$ cat config.mk
export PLATFORM = sky130hd
export DESIGN_NAME = ifu_decd_flat
export DESIGN_NICKNAME = d
export VERILOG_FILES = /design/src/rtl/ifu_decd_if.sv /design/src/rtl/ifu_decd.sv /design/src/flat_wrapper.sv
export SDC_FILE = /design/constraint.sdc
export NUM_CORES = 1
export LEC_CHECK = 0
export CORE_AREA = 3 3 126 128
export CTS_CLUSTER_SIZE = 16
export DETAILED_ROUTE_END_ITERATION = 12
export DIE_AREA = 0 0 129 131
export GPL_TIMING_DRIVEN = 0
export PLACE_DENSITY = 0.77
export SETUP_SLACK_MARGIN = 0.1
export SLEW_MARGIN = 5
export SYNTH_ARGS = -nofsm -noshare
export SYNTH_HDL_FRONTEND = slang
export SYNTH_SLANG_ARGS = --single-unit
export TNS_END_PERCENT = 20
$ cat constraint.sdc
create_clock -name clk -period 3.2 [get_ports clk]
set_input_delay 0.96 -clock clk [delete_from_list [all_inputs] [get_ports clk]]
set_output_delay 0.96 -clock clk [all_outputs]
set_load 0.1 [all_outputs]
$ cat src/rtl/ifu_decd_if.sv
// Instruction-memory fetch bus between ifu_decd (master) and the instruction memory (slave).
interface ifu_decd_if;
  logic        im_req;
  logic [31:0] im_addr;
  logic        im_ack;
  logic [31:0] im_rdata;

  modport master (
    output im_req,
    output im_addr,
    input  im_ack,
    input  im_rdata
  );

  modport slave (
    input  im_req,
    input  im_addr,
    output im_ack,
    output im_rdata
  );
endinterface

$ cat src/rtl/ifu_decd.sv
// Multicycle MIPS32 fetch/decode unit: owns PC and IR, fetches over req/ack,
// decodes into the 7-bit control class and applies the next-PC update.
module ifu_decd #(
  parameter logic [31:0] RESET_PC = 32'h0000_3000
) (
  input  logic        clk,
  input  logic        clr,
  ifu_decd_if.master  im,
  input  logic        PCWr,
  input  logic [1:0]  nPCOp,
  input  logic        zero,
  output logic [6:0]  decdOp,
  output logic [31:0] ir,
  output logic        ir_valid,
  output logic [31:0] pc,
  output logic [31:0] pc4,
  output logic [4:0]  rs,
  output logic [4:0]  rt,
  output logic [4:0]  rd,
  output logic [15:0] imm16
);

  typedef enum logic [1:0] {
    IDLE,
    REQ,
    HOLD
  } state_t;

  state_t      state, state_nxt;
  logic        load_ir;
  logic        load_pc;
  logic [31:0] npc;
  logic [31:0] br_off;

  function automatic logic [6:0] decode(input logic [31:0] w);
    logic [5:0] op;
    logic [5:0] funct;
    op    = w[31:26];
    funct = w[5:0];
    if      (op == 6'h00 && funct == 6'h21) decode = 7'b1000011;
    else if (op == 6'h00 && funct == 6'h23) decode = 7'b1000111;
    else if (op == 6'h0D)                   decode = 7'b0011010;
    else if (op == 6'h23)                   decode = 7'b1000110;
    else if (op == 6'h2B)                   decode = 7'b1010110;
    else if (op == 6'h04)                   decode = 7'b0001000;
    else if (op == 6'h02)                   decode = 7'b0000100;
    else                                    decode = 7'b0000000;
  endfunction

  always_ff @(posedge clk or posedge clr) begin
    if (clr) state <= IDLE;
    else     state <= state_nxt;
  end

  // Handshake outputs depend on the state register only.
  always_comb begin
    state_nxt = state;
    im.im_req = 1'b0;
    ir_valid  = 1'b0;
    load_ir   = 1'b0;
    load_pc   = 1'b0;
    unique case (state)
      IDLE: state_nxt = REQ;
      REQ: begin
        im.im_req = 1'b1;
        if (im.im_ack) begin
          load_ir   = 1'b1;
          state_nxt = HOLD;
        end
      end
      HOLD: begin
        ir_valid = 1'b1;
        if (PCWr) begin
          load_pc   = 1'b1;
          state_nxt = REQ;
        end
      end
      default: state_nxt = IDLE;
    endcase
  end

  assign pc4    = pc + 32'd4;
  assign br_off = {{14{imm16[15]}}, imm16, 2'b00};

  always_comb begin
    npc = pc4;
    unique case (nPCOp)
      2'b01:   npc = zero ? (pc4 + br_off) : pc4;
      2'b10:   npc = {pc4[31:28], ir[25:0], 2'b00};
      default: npc = pc4;
    endcase
  end

  always_ff @(posedge clk or posedge clr) begin
    if (clr) begin
      pc     <= RESET_PC;
      ir     <= '0;
      decdOp <= '0;
    end else begin
      if (load_pc) pc <= npc;
      if (load_ir) begin
        ir     <= im.im_rdata;
        decdOp <= decode(im.im_rdata);
      end
    end
  end

  assign im.im_addr = pc;
  assign rs         = ir[25:21];
  assign rt         = ir[20:16];
  assign rd         = ir[15:11];
  assign imm16      = ir[15:0];

endmodule
$ cat src/flat_wrapper.sv
// flat-port wrapper written by rule: the top's interface ports become plain ports
module ifu_decd_flat 
#(
  parameter logic [31:0] RESET_PC = 32'h0000_3000
)
  (clk, clr, PCWr, nPCOp, zero, decdOp, ir, ir_valid, pc, pc4, rs, rt, rd, imm16, im_im_req, im_im_addr, im_im_ack, im_im_rdata);
  ifu_decd_if im_i ();
  input  logic clk;
  input  logic clr;
  input  logic PCWr;
  input  logic [1:0] nPCOp;
  input  logic zero;
  output logic [6:0] decdOp;
  output logic [31:0] ir;
  output logic ir_valid;
  output logic [31:0] pc;
  output logic [31:0] pc4;
  output logic [4:0] rs;
  output logic [4:0] rt;
  output logic [4:0] rd;
  output logic [15:0] imm16;
  output wire logic [$bits(im_i.im_req)-1:0] im_im_req;
  output wire logic [$bits(im_i.im_addr)-1:0] im_im_addr;
  input wire logic [$bits(im_i.im_ack)-1:0] im_im_ack;
  input wire logic [$bits(im_i.im_rdata)-1:0] im_im_rdata;
  assign im_im_req = im_i.im_req;
  assign im_im_addr = im_i.im_addr;
  assign im_i.im_ack = im_im_ack;
  assign im_i.im_rdata = im_im_rdata;
  ifu_decd #(.RESET_PC(RESET_PC)) u_core (.clk(clk), .clr(clr), .im(im_i), .PCWr(PCWr), .nPCOp(nPCOp), .zero(zero), .decdOp(decdOp), .ir(ir), .ir_valid(ir_valid), .pc(pc), .pc4(pc4), .rs(rs), .rt(rt), .rd(rd), .imm16(imm16));
endmodule
==> summary.md, run 1 <==
| Metric | Value |
|---|---|
| Layout Nets | 1109 |
| CP peak stage delay | 0.63 ns |
| WHS Path Cells | 2 |
| Yosys top cell area share | 0.2693 |
| DRT Wirelength | 24790 um |
| Fmax | 0.2599 GHz |
| Starting Density | 0.4219 |
| ANT cells | 0 |
| Pre-CTS setup slack | -0.9011 ns |
| TritonCTS Buffers | 9 |
| Post-route DRC | 0 |
| Reg-to-reg startpoint | u_core.im.im_addr[13] |
| H-tree level count | 3 |
| Cells on worst reg2reg path | 13 |
| CTS Hold Buffers Added | 0 |
| Die W | 129 um |
| Endpoint, Worst Hold | u_core.decdOp[3] |
| Input/output buffers | 198 |
| CTS tree | done |
| Commonest cells in the netlist | buf_4 (68), dfrtp_1 (68), nand2_1 (64) |
| Worst Skew | 0.007316 ns |
| Slew Viols, Final | 0 |
| RSZ-0062 raised after global routing | true |
| First-pass DRT Iterations | 6 |
| Yosys top cell by area | dfrtp_1 |
| Number of synthesized flops with an enable pin | 0 |
| Largest net degree at the start of global routing | 43 |
| R2R Setup Slk | -0.65 ns |
| Fin. Hold Viols | 0 |
| Drt wl/cell | 20.25 um |
| Worst path arrival time | 4.08 ns |
| Hold Crit Class | reg2reg |
| Total core area | 14980 um^2 |
| Post-DP HPWL | 16820 um |
| Fin crit period | 3.847 ns |
| Layout cell share with drive strength beyond 1 | 0.4015 |
| WP buf/inv | 2 |
| Post-route setup slack | -0.6472 ns |
| ANT nets after route | 0 |
| Layout Area Growth over Synthesis | 70.20% |
| Cell Chain, Critical Path | nand4_1 -> buf_4 -> nor2_4 -> nand4_1 -> xnor2_4 -> ha_1 -> buf_6 -> nand4_1 -> or4_4 -> o22a_4 -> a21o_1 -> a2111oi_2 -> nand2_1 |
| Yosys cell types | 77 |
| CP most frequent cell | nand4_1 |
| Critical path fanouts, max | 8 |
| CTS Root Cell | clkbuf_16 |
| Gr ovfl total | 0 |
| Post-synthesis instance area | 6319 um^2 |
| Synth area leaders | dfrtp_1 (27%), buf_4 (8.1%), ha_1 (7.5%), mux2_2 (5.9%), xnor2_1 (4.6%) |
| Crit end category | register |
| Post-Syn Area per Cell | 8.527 um^2 |
| Antenna violations before repair | 0 |
| Clock buffer depth | 2 |
| Total negative setup slack | -5.937 ns |
| Least-Margin Pin Slew | 1.009 ns |
| WP data required | 3.43 ns |
| Clock Latency Late Sink | 0.35 ns |
| Status | finished with violations |
| FFs w/ async S/R, synth | 1.000 |
| First-pass GRT wire length | 34580 um |
| Seq/Total Area, Yosys | 0.2776 |
| RR Endpoint | u_core.im.im_addr[31] |
| Top Family by Delay on Critical Path | simple AND/OR/NAND/NOR gates |
| Die area | 16900 um^2 |
| # IOs | 207 |
| GRT Util Overall | 0.2624 |
| Synth Flop Type | dfrtp_1 |
| Placer Congestion | 0.9401 |
| HP Start | u_core.decdOp[3] |
| Synth Warn # | 0 |
| Final setup vio count | 32 |
| Crit share post-route | 1.202 |
| Initial DRC Count | 701 |
| Maxcap violations | 0 |
| Vias per inst | 5.817 |
| Number of global-route vias before repair | 6255 |
| CP startpoint kind | register |
| Post-Synthesis Cells | 741 |
| Max_slew headroom | 0.3254 |
| CTS Sinks | 70 |
| CP max-delay cell | dfstp_4 |
| Cell row count | 45 |
| Clock-pin slew on the worst setup and hold paths | 0.07 ns |
| #FFs+latches synth | 70 |
| Failing checks | setup timing |
| Via count | 7120 |
| Die height | 131 um |
| CP Class | reg2reg |
==> worst max-delay path by stage <==
stage          depth (start not counted)                   from                     to  slack (ns)
6_report                              13  u_core.im.im_addr[13]  u_core.im.im_addr[31]       -0.65
5_1_grt                               13  u_core.im.im_addr[13]  u_core.im.im_addr[31]       -0.72
4_1_cts                               14  u_core.im.im_addr[12]  u_core.im.im_addr[31]       -0.46
3_5_place_dp                           7   u_core.im.im_addr[2]                pc4[28]       -0.90
3_3_place_gp                           2                    clr  u_core.im.im_addr[14]       -1.14
2_1_floorplan                         14   u_core.im.im_addr[4]  u_core.im.im_addr[31]       -1.16
==> timing repair <==
| item | in CTS | in global routing |
|---|---|---|
| endpoints found under the setup margin | 74 | 72 |
| pin swaps | 20 | 57 |
| setup buffers | 17 | 58 |
| gates resized for setup | 242 | 137 |
==> registers in the layout (all words and copies together), names as in the netlist <==
signal / cells
u_core.ir: 32
u_core.im.im_addr: 30
u_core.state: 2
u_core.decdOp: 6
==> cells in the final DEF, fill, tap and decap left out, types with 8 or more instances in the layout <==
cell type / n
buf_4: 169
dfrtp_2: 23
xnor2_4: 18
nand3_1: 13
inv_1: 25
a21oi_1: 48
nand4_1: 14
nor2b_1: 9
dlygate4sd2_1: 8
clkdlybuf4s50_1: 125
nand2_1: 57
a21o_1: 15
clkbuf_16: 9
clkbuf_1: 18
a22oi_1: 9
o21ai_0: 34
ha_1: 24
ha_4: 12
buf_12: 19
dfrtp_1: 45
xor2_1: 8
xnor2_1: 11
a31oi_1: 12
buf_6: 15
nor2_1: 35
mux2_2: 33
==> metal layers <==
metal | up-vias | GRT usage | part of all wire
li1 | 3208 | - | -
met1 | 3379 | 0.3563 | 0.39
met5 | - | 0 | 0
met2 | 469 | 0.4122 | 0.48
met4 | 0 | 0.08956 | 0.023
met3 | 64 | 0.06220 | 0.10
==> worst register-to-register path, cell delays in order, from the launching register on <==
cell and delay (ns):
dfstp_4 0.63, nand4_1 0.18, buf_4 0.20, nor2_4 0.17, nand4_1 0.29, xnor2_4 0.28, ha_1 0.32, buf_6 0.13
nand4_1 0.12, or4_4 0.51, o22a_4 0.26, a21o_1 0.19, a2111oi_2 0.35, nand2_1 0.09
==> cell type report <==
cell class | count | area (um^2)
multi-input cells | 542 | 4855
fillers | 1057 | 4223
repair buffers | 274 | 2706
flip-flops and latches | 70 | 1790
plain buffers | 102 | 709.4
clock buffers | 10 | 239.0
well taps | 188 | 235.2
inverters | 32 | 126.4
clock inverters | 6 | 92.59
==> stage by stage <==
stage	cells	hold WS (ns)	instance area, um^2	util
after floorplan	747	0.4551	6944	-
after detailed placement	1134	0.4692	9191	0.6137
after CTS	1167	0.4840	9879	0.6596
after global routing	1224	0.5173	10750	0.7180
after global placement	1133	0.4611	9161	0.6117
final	1224	0.4786	10750	0.7180
==> cells by family (layout without fill, tap and decap cells) <==
family,after synthesis,count (layout),synth area share
xor gates and xnor gates,50,50,0.07050
other,1,7,0.0005935
adders and majority gates,39,39,0.07842
and+or+nand+nor,203,203,0.1683
muxes,35,35,0.06198
buffers and inverters,135,424,0.1216
DFF,70,70,0.2776
AOI/OAI and AO/OA,208,208,0.2210
Power of run 1 is left out: the tool's default activity adds up to more than one toggle a clock period on the data nets, which glitch-free logic cannot reach.
==> inputs of run 2 (changes only) <==
Settings changed: CORE_AREA 3 3 126 128 to 3 3 176 92, DIE_AREA 0 0 129 131 to 0 0 179 95, PLACE_DENSITY 0.77 to 0.78.
==> run 2 against run 1 <==
Against the previous run: the flow still finishes with violations (setup timing); cell area decreased by 0.57%; utilization grew 1.7 points; cell count rose by 0.25%; worst hold slack better by 0.0042 ns; clock skew rose by 0.00053 ns; critical path depth rose by 1; worst setup slack gained 0.12 ns; count of clock-buffer cells in the layout fell by 1; sequential cell count unchanged; non-clock buffer count down 7; sequential share of layout area rose by 0.095 points; first-iteration DRC count grew 21%; largest cell class unchanged.
==> summary.md, run 2 (synthesized netlist as in run 1, its figures left out) <==
| Metric | Value |
|---|---|
| Drt wl/cell | 21.10 um (+4.2%) |
| Layout cell share with drive strength beyond 1 | 0.3946 (-0.006987) |
| Final setup vio count | 24 (-25%) |
| Maxcap violations | 0 (unchanged) |
| Layout Nets | 1102 (-0.63%) |
| Cell Chain, Critical Path | nand4_1 -> buf_6 -> nor2_4 -> nand4_1 -> xor2_2 -> clkinvlp_4 -> ha_4 -> buf_6 -> nand4_1 -> or4_4 -> o22a_4 -> a21o_1 -> a2111oi_4 -> nand2_1 |
| Post-route DRC | 0 (unchanged) |
| Placed cells | 1144 (+0.88%) |
| Total core area | 14550 um^2 (-2.9%) |
| Starting Density | 0.4344 (+0.01252) |
| Crit share post-route | 1.164 (-0.03817) |
| Die W | 179 um (+39%) |
| Worst path arrival time | 3.96 ns (-0.12 ns) |
| Worst Skew | 0.007845 ns (+0.0005292 ns) |
| Cells on worst reg2reg path | 14 (+1) |
| TritonCTS Buffers | 9 (unchanged) |
| # IOs | 207 (unchanged) |
| Most frequent cells in the layout | buf_4 (153), clkdlybuf4s50_1 (134), nand2_1 (57) |
| DRT Wirelength | 25890 um (+4.4%) |
| Cell row count | 31 (-31%) |
| H-tree level count | 3 (unchanged) |
| Initial DRC Count | 848 (+21%) |
| Max reg flops | 32 (unchanged) |
| Status | finished with violations |
| CP Class | reg2reg |
| Top Family by Delay on Critical Path | simple AND/OR/NAND/NOR gates |
| Hold slack | 0.4828 ns (+0.004241 ns) |
| Post-route cell area | 10690 um^2 (-0.57%) |
| Crit end category | register |
| ANT cells | 0 (unchanged) |
| Critical path fanouts, max | 5 (-3) |
| Clock-pin slew on the worst setup and hold paths | 0.07 ns (about the same) |
| WP data required | 3.43 ns (about the same) |
| CP peak stage delay | 0.64 ns (about the same) |
| Dpl cell area | 9204 um^2 (+0.14%) |
| CTS Sinks | 70 (unchanged) |
| CP startpoint kind | register |
| Die area | 17010 um^2 (+0.63%) |
| Max_slew headroom | 0.3337 (+0.008270) |
| First-pass GRT wire length | 38250 um (+11%) |
| ANT nets after route | 0 (unchanged) |
| Layout Area Growth over Synthesis | 69.23% |
| Failing checks | setup timing |
| Via count | 7253 (+1.9%) |
| CTS Root Cell | clkbuf_16 |
| Post-DP HPWL | 18320 um (+8.9%) |
| CP most frequent cell | nand4_1 |
| Most common cell after layout, fill and taps aside | buf_4 |
| Input/output buffers | 198 (unchanged) |
| Hold Crit Class | reg2reg |
| Largest Register | u_core.ir |
| Number of global-route vias before repair | 6895 (+10%) |
| CTS Hold Buffers Added | 0 (unchanged) |
| Least-Margin Pin Slew | 0.9964 ns (-0.01237 ns) |
| Post-route insts no fill | 1227 (+0.25%) |
| Largest net degree at the start of global routing | 46 (+7.0%) |
| Post-route setup slack | -0.5250 ns (+0.1221 ns) |
| CTS tree | done |
| Fin. Hold Viols | 0 (unchanged) |
| Vias per inst | 5.911 (+1.6%) |
| CP max-delay cell | dfstp_4 |
| GRT Util Overall | 0.2899 (+0.02751) |
| WP buf/inv | 3 (+1) |
| Slew Viols, Final | 0 (unchanged) |
| Placer Congestion | 1.002 (+6.6%) |
| RSZ-0062 raised after global routing | true |
| WHS Path Cells | 2 (unchanged) |
| Gr ovfl total | 0 (unchanged) |
| Clock buffer depth | 2 (unchanged) |
| Die height | 95 um (-27%) |
| Clock Latency Late Sink | 0.35 ns (about the same) |
| Fmax | 0.2685 GHz (+3.3%) |
| First-pass DRT Iterations | 8 (+2) |
| Critical path depth | 14 (+1) |
| Total negative setup slack | -5.373 ns (+0.5643 ns) |
| Fin crit period | 3.725 ns (-0.1221 ns) |
| Antenna violations before repair | 0 (unchanged) |
[run 2: path summary, 6_finish.rpt]
kind	endpoint	start	slack, ns
max reg2reg	u_core.im.im_addr[31]	u_core.im.im_addr[13]	-0.53
max	u_core.im.im_addr[31]	u_core.im.im_addr[13]	-0.53
min reg2reg	u_core.decdOp[1]	u_core.decdOp[1]	0.48
min in group asynchronous	u_core.ir[1]	clr	0.95
min	u_core.decdOp[1]	u_core.decdOp[1]	0.48
max in group asynchronous	u_core.im.im_addr[12]	clr	1.64
[run 2: final cells by class]
cell class / instances / area, um^2
Multi-Input combinational cell: 542 / 4867
Fill cell: 1027 / 3852
Timing Repair Buffer: 267 / 2628
Sequential cell: 70 / 1790
Buffer: 102 / 705.7
Tap cell: 198 / 247.7
Clock buffer: 9 / 225.2
Inverter: 32 / 126.4
Clock inverter: 7 / 102.6
[run 2: through the flow]
stage	worst slack [ns]	util
floorplan	-1.160	-
global placement	-1.141	0.6307
detailed placement	-0.9581	0.6328
CTS	-0.3980	0.6840
global route	-0.6304	0.7351
finish	-0.5250	0.7351
[run 2: layer usage]
layer,vias up,wire [um],GRT usage
li1,3193,-,-
met1,3577,10450,0.3827
met2,432,12320,0.4662
met3,51,2650,0.09237
met4,0,460,0.06606
met5,-,0,0
[run 2: worst reg2reg max path, cell delays in order (launching register included)]
cell and delay (ns):
dfstp_4 0.64, nand4_1 0.13, buf_6 0.16, nor2_4 0.14, nand4_1 0.18, xor2_2 0.27, clkinvlp_4 0.19, ha_4 0.30
buf_6 0.11, nand4_1 0.13, or4_4 0.56, o22a_4 0.22, a21o_1 0.20, a2111oi_4 0.29, nand2_1 0.09
[run 2: repair_timing]
item | in CTS | in global routing
buffers inserted | 31 | 37
pin swaps | 20 | 33
resized for setup | 237 | 121
gates cloned | 0 | 0
setup endpoints to repair | 70 | 58
Power of run 2 is left out for the same reason.
==> inputs of run 3 (changes only) <==
Settings changed: SLEW_MARGIN 5 to not set.
==> results of run 3 <==
No change in the layout: final DEF, timing and power equal those of run 2.
Power of run 3 is left out for the same reason.
